==> config.mk <==
export PLATFORM = sky130hd
export DESIGN_NAME = fir_ctrl
export DESIGN_NICKNAME = d
export VERILOG_FILES = /design/src/rtl/fir_ctrl.sv
export SDC_FILE = /design/constraint.sdc
export NUM_CORES = 1
export LEC_CHECK = 0
export CAP_MARGIN = 25
export CORE_MARGIN = 3
export CORE_UTILIZATION = 30
export CTS_BUF_LIST = sky130_fd_sc_hd__clkbuf_16
export CTS_CLUSTER_SIZE = 8
export DETAILED_ROUTE_END_ITERATION = 10
export GPL_TIMING_DRIVEN = 0
export MAX_ROUTING_LAYER = met4
export PLACE_DENSITY = 0.68
export SLEW_MARGIN = 20
export SYNTH_ARGS = -nofsm -noshare
export SYNTH_HDL_FRONTEND = slang
export SYNTH_SLANG_ARGS = --single-unit
==> constraint.sdc <==
create_clock -name axis_clk -period 2.6 [get_ports axis_clk]
set_input_delay 0.26 -clock axis_clk [delete_from_list [all_inputs] [get_ports axis_clk]]
set_output_delay 0.26 -clock axis_clk [all_outputs]
set_load 0.01 [all_outputs]
==> src/rtl/fir_ctrl.sv <==
// AXI-lite control block for the FIR engine: ap_ctrl / data_length registers,
// tap BRAM arbitration between AXI-lite (IDLE) and the engine (RUN), and the run FSM.
module fir_ctrl #(
    parameter int pADDR_WIDTH = 12,
    parameter int pDATA_WIDTH = 32,
    parameter int Tape_Num    = 11
) (
    input  logic                   axis_clk,
    input  logic                   axis_rst_n,
    // AXI-lite write
    input  logic                   awvalid,
    output logic                   awready,
    input  logic [pADDR_WIDTH-1:0] awaddr,
    input  logic                   wvalid,
    output logic                   wready,
    input  logic [pDATA_WIDTH-1:0] wdata,
    // AXI-lite read
    input  logic                   arvalid,
    output logic                   arready,
    input  logic [pADDR_WIDTH-1:0] araddr,
    output logic                   rvalid,
    input  logic                   rready,
    output logic [pDATA_WIDTH-1:0] rdata,
    // tap BRAM
    output logic [3:0]             tap_WE,
    output logic                   tap_EN,
    output logic [pADDR_WIDTH-1:0] tap_A,
    output logic [pDATA_WIDTH-1:0] tap_Di,
    input  logic [pDATA_WIDTH-1:0] tap_Do,
    // engine
    input  logic                   eng_tap_EN,
    input  logic [pADDR_WIDTH-1:0] eng_tap_A,
    input  logic                   out_beat,
    output logic                   eng_start,
    output logic [31:0]            eng_len
);

    localparam logic [0:0] IDLE = 1'b0;
    localparam logic [0:0] RUN  = 1'b1;

    localparam logic [pADDR_WIDTH-1:0] ADDR_CTRL    = pADDR_WIDTH'(32'h00);
    localparam logic [pADDR_WIDTH-1:0] ADDR_LEN     = pADDR_WIDTH'(32'h10);
    localparam logic [pADDR_WIDTH-1:0] ADDR_TAP     = pADDR_WIDTH'(32'h20);
    localparam logic [pADDR_WIDTH-1:0] ADDR_TAP_END = pADDR_WIDTH'(32 + 4 * Tape_Num);

    function automatic logic is_tap(input logic [pADDR_WIDTH-1:0] a);
        return (a >= ADDR_TAP) && (a < ADDR_TAP_END) && (a[1:0] == 2'b00);
    endfunction

    logic [0:0]             state_q, state_d;
    logic                   ap_done_q, ap_done_d;
    logic [31:0]            len_q, len_d;
    logic [31:0]            beat_q, beat_d;
    logic                   eng_start_q, eng_start_d;
    logic                   awready_q, awready_d;
    logic                   arready_q, arready_d;
    logic                   rvalid_q, rvalid_d;
    logic                   rd_pend_q, rd_pend_d;
    logic                   rd_run_q, rd_run_d;
    logic                   rd_ctrl_q, rd_ctrl_d;
    logic [pDATA_WIDTH-1:0] rdata_q, rdata_d;

    logic                   in_run;
    logic                   wr_req, wr_hs, rd_hs;
    logic [31:0]            beat_sum;
    logic                   run_done;
    logic [pDATA_WIDTH-1:0] reg_rdata;

    assign in_run   = (state_q == RUN);
    assign wr_req   = awvalid & wvalid & ~awready_q;
    assign wr_hs    = awready_q & awvalid & wvalid;
    assign rd_hs    = arready_q & arvalid;
    assign beat_sum = beat_q + {31'b0, out_beat};
    // Zero length finishes in the eng_start cycle itself, since 0 == 0.
    assign run_done = in_run && (beat_sum == len_q);

    always_comb begin
        unique case (araddr)
            ADDR_CTRL: reg_rdata = pDATA_WIDTH'({~in_run, ap_done_q, in_run});
            ADDR_LEN:  reg_rdata = pDATA_WIDTH'(len_q);
            default:   reg_rdata = '0;
        endcase
    end

    always_comb begin
        // NOTE: every target gets a default first so no path leaves it unassigned (no latches).
        state_d     = state_q;
        ap_done_d   = ap_done_q;
        len_d       = len_q;
        beat_d      = beat_q;
        eng_start_d = 1'b0;
        rvalid_d    = rvalid_q;
        rd_pend_d   = rd_pend_q;
        rd_run_d    = rd_run_q;
        rd_ctrl_d   = rd_ctrl_q;
        rdata_d     = rdata_q;

        // A write that is acceptable this cycle blocks the read from being accepted.
        awready_d = wr_req;
        arready_d = arvalid & ~arready_q & ~rvalid_q & ~rd_pend_q & ~wr_req;

        if (rvalid_q && rready) begin
            rvalid_d = 1'b0;
            if (rd_ctrl_q) ap_done_d = 1'b0;
        end

        if (in_run) begin
            beat_d = beat_sum;
            if (run_done) begin
                state_d   = IDLE;
                ap_done_d = 1'b1;
            end
        end else if (wr_hs) begin
            if (awaddr == ADDR_CTRL && wdata[0]) begin
                state_d     = RUN;
                eng_start_d = 1'b1;
                beat_d      = '0;
            end
            if (awaddr == ADDR_LEN) len_d = 32'(wdata);
        end

        if (rd_hs) begin
            rd_ctrl_d = (araddr == ADDR_CTRL);
            if (is_tap(araddr)) begin
                rd_pend_d = 1'b1;
                rd_run_d  = in_run;
            end else begin
                rvalid_d = 1'b1;
                rdata_d  = reg_rdata;
            end
        end

        // Tap data arrives one cycle after the BRAM request; reads issued in RUN never touched it.
        if (rd_pend_q) begin
            rd_pend_d = 1'b0;
            rvalid_d  = 1'b1;
            rdata_d   = rd_run_q ? '1 : tap_Do;
        end
    end

    always_comb begin
        tap_EN = 1'b0;
        tap_WE = 4'h0;
        tap_A  = '0;
        tap_Di = wdata;
        if (in_run) begin
            tap_EN = eng_tap_EN;
            tap_A  = eng_tap_A;
        end else if (wr_hs && is_tap(awaddr)) begin
            tap_EN = 1'b1;
            tap_WE = 4'hF;
            tap_A  = awaddr - ADDR_TAP;
        end else if (rd_hs && is_tap(araddr)) begin
            tap_EN = 1'b1;
            tap_A  = araddr - ADDR_TAP;
        end
    end

    // NOTE: sequential state uses non-blocking assignments so all registers update together.
    always_ff @(posedge axis_clk or negedge axis_rst_n) begin
        if (!axis_rst_n) begin
            state_q     <= IDLE;
            ap_done_q   <= 1'b0;
            len_q       <= '0;
            beat_q      <= '0;
            eng_start_q <= 1'b0;
            awready_q   <= 1'b0;
            arready_q   <= 1'b0;
            rvalid_q    <= 1'b0;
            rd_pend_q   <= 1'b0;
            rd_run_q    <= 1'b0;
            rd_ctrl_q   <= 1'b0;
            rdata_q     <= '0;
        end else begin
            state_q     <= state_d;
            ap_done_q   <= ap_done_d;
            len_q       <= len_d;
            beat_q      <= beat_d;
            eng_start_q <= eng_start_d;
            awready_q   <= awready_d;
            arready_q   <= arready_d;
            rvalid_q    <= rvalid_d;
            rd_pend_q   <= rd_pend_d;
            rd_run_q    <= rd_run_d;
            rd_ctrl_q   <= rd_ctrl_d;
            rdata_q     <= rdata_d;
        end
    end

    assign awready   = awready_q;
    assign wready    = awready_q;
    assign arready   = arready_q;
    assign rvalid    = rvalid_q;
    assign rdata     = rdata_q;
    assign eng_start = eng_start_q;
    assign eng_len   = len_q;

endmodule

==> flow_summary_export.csv <==
group,metric,value,unit
yosys,yosys-top-cells-count,"nand2_1 (112), dfrtp_1 (105), o21ai_0 (81), nor2_1 (43), buf_4 (36)",
sta,period_share,102.0,%
flow_run,maxCapViolations,0,
sta,hold_slack,0.3508,ns
yosys,ys_ff_latch,105,
placement,port_buffers,224,
placement,dpl_cell_area,9115,um^2
critical_path,critPathKind,"in2out",
yosys,synth-simple-area-share,19.13,%
global_route,grt_first_pass_wirelength,38810,um
yosys,synthArstFlopShare,100.0,%
sta,tns,-0.7328,ns
yosys,yosysMostFrequentCell,"nand2_1",
die,die_w,153.2,um
die,pin_count,226,
global_route,grt_usage,21.55,%
route,initialDrtViolationCount,529,
sta,slew_violations,0,
route,vias_per_cell,5.272,
sta,clock_skew,0.007778,ns
critical_path,worstPathArrival,2.39,ns
yosys,synth-edff-count,0,
clock_network,cts_tree,"done",
sta,setup_viol,26,
sta,worst_slack,-0.05199,ns
route,vias,6806,
clock_network,clock_sinks,105,
placement,post-dp-hpwl,18890,um
yosys,synth_fp_nets,854,
sta,maxClockFrequency,0.3771,GHz
power,power,3949,uW
critical_path,worstPathRequired,2.34,ns
sta,rsz0062_at_grt,"true",
placement,gp_congestion,0.9409,
global_route,grt_pass1_vias,6886,
die,start_util,30.73,%
route,routedWlPerCell,19.87,um
yosys,synth_top_family_by_area,"simple AND/OR/NAND/NOR gates",
yosys,ys_types,58,
layout,final_net_count,1123,
global_route,grt_max_degree,71,
yosys,synth_top_cell_by_area,"dfrtp_1",
placement,dp_slack,-1.107,ns
global_route,antenna_found_initial,0,
clock_network,cts_root_buf,"clkbuf_16",
layout,syn2layout_area_growth,55.30,%
yosys,synthAdderAreaFrac,0.7700,%
yosys,synth.cell_area,6500,um^2
die,die_h,153.2,um
power,irDropWorstVdd,0.2931,mV
route,antenna_left,0,
layout,postLayoutCellArea,10090,um^2
clock_network,cts_max_level,3,
yosys,yosysTopAreaCellShare,40.42,%
layout,diodes,0,
route,drt_pass1_iterations,5,
critical_path,end_kind,"output pin",
clock_network,path_clk_slew,0.08,ns
yosys,yosys_warnings,0,
die,rows,53,
yosys,synth_flop_cell,"dfrtp_1",
global_route,overflow,0,
clock_network,numCtsBuffers,9,
sta,fin_crit,2.652,ns
yosys,synth.avg_cell_area,8.760,um^2
min_path,hp-class,"in2async",
layout,drive_above_1_share,20.18,%
critical_path,rr_worst_depth,7,
die,die_area,23470,um^2
clock_network,clock_path_buffers,2,
yosys,ys_seq_area_share,40.42,%
power,p_leak,0.004182,uW
run_status,status,"finished with violations",
yosys,synth.area.mux_share,6.333,%
route,drcViolationCount,0,
die,core_area,21150,um^2
sta,relSlewSlack,56.74,%
yosys,synth_area_leaders,"dfrtp_1 (40%), nand2_1 (6.5%), o21ai_0 (6.2%), mux2_2 (5.7%), buf_4 (4.2%)",
yosys,synth_compound_area_share,18.69,%
sta,hold_violations,0,
run_status,violations,"negative setup slack",
route,routed_wl,25650,um
sta,worst_slew_pin_slew,0.6489,ns
power,power.density,391.2,nW/um^2
critical_path,crit_fanout,4,
yosys,synth-xor-area-share,6.198,%
clock_network,clock_latency,0.36,ns
critical_path,critPathLaunchType,"input pin",
yosys,synth_cells,742,
final cells by class:
type / count / area [um^2]
fill: 1993 / 11060
multi-input combinational: 532 / 3697
sequential: 105 / 2631
timing repair buffer: 265 / 2575
buffer: 78 / 496.7
tap: 275 / 344.1
clock buffer: 9 / 225.2
inverter: 20 / 78.83
clock inverter: 7 / 46.29
repair_timing:
action                                  4_1_cts  5_1_grt
setup buffers                                22       17
endpoints found under the setup margin       59       75
endpoints found under the hold margin        35        0
pin swaps                                    18       20
gates resized for setup                      56       65
hold buffers                                  1        0
cloned                                        0        0
layout by cell type (no fill, tap or decap), drive strengths merged, types with 16 or more instances in the layout:
master         count
clkdlybuf4s50    208
nand2            112
dfrtp            105
buf               85
o21ai             82
clkbuf            44
nor2              43
mux2              33
o22a              30
xnor2             30
inv               21
a21oi             20
nor3              20
nand4             18
o31ai             17
xor2              16
kinds of logic (layout without fill, tap and decap cells):
| group | count (synthesis) | after routing |
|---|---|---|
| and+or+nand+nor | 256 | 256 |
| DFF | 105 | 105 |
| muxes | 37 | 37 |
| AOI/OAI and AO/OA | 189 | 189 |
| adders and majority gates | 4 | 4 |
| xor gates and xnor gates | 46 | 46 |
| buffers and inverters | 105 | 379 |
per-layer routing:
| layer | vias up | GRT usage (%) | part of all wire, % |
|---|---|---|---|
| li1 | 3158 | - | - |
| met1 | 3328 | 28.44 | 43 |
| met2 | 274 | 33.24 | 48 |
| met3 | 46 | 3.482 | 6.2 |
| met4 | 0 | 8.570 | 2.8 |
| met5 | - | - | 0 |
metrics by stage:
stage,utilization (%),std cells
after floorplan,-,742
after global placement,42.95,1241
after detailed placement,43.09,1242
after CTS,46.07,1280
after global routing,47.72,1291
final,47.72,1291
report_power, final:
group | switching, uW | internal (uW)
logic | 409 | 463
registers | 68.0 | 1690
clock network | 672 | 649
total | 1150 | 2800
sequential cells by signal (all words and copies together), names as in the netlist:
signal and count:
in_run 1, rd_run_q 1, eng_start 1, eng_len 32, ap_done_q 1, rd_ctrl_q 1
rd_pend_q 1, awready 1, beat_q 32, arready 1, rdata 32, rvalid 1
critical path: stages:
cell,delay (ns)
clkdlybuf4s50_1,0.42
nor4_2,0.38
nand4_1,0.24
buf_4,0.21
nor3_4,0.22
buf_4,0.14
clkdlybuf4s50_1,0.53
path summary, 6_finish.rpt:
| path | startpoint | end | slack (ns) |
|---|---|---|---|
| setup / recovery | awaddr[1] | tap_WE[2] | -0.05 |
| hold / removal | axis_rst_n | rdata[25]$_DFFE_PN0P_ | 0.35 |
| setup reg to reg | awready$_DFF_PN0_ | eng_len[7]$_DFFE_PN0P_ | 0.03 |
| hold reg to reg | rd_run_q$_DFFE_PN0P_ | rd_run_q$_DFFE_PN0P_ | 0.49 |
| max in group asynchronous | axis_rst_n | beat_q[11]$_DFFE_PN0P_ | 1.53 |
| min in group axis_clk | araddr[4] | rd_ctrl_q$_DFFE_PN0P_ | 0.37 |
Note: power is estimated with default switching activity, not from simulation.
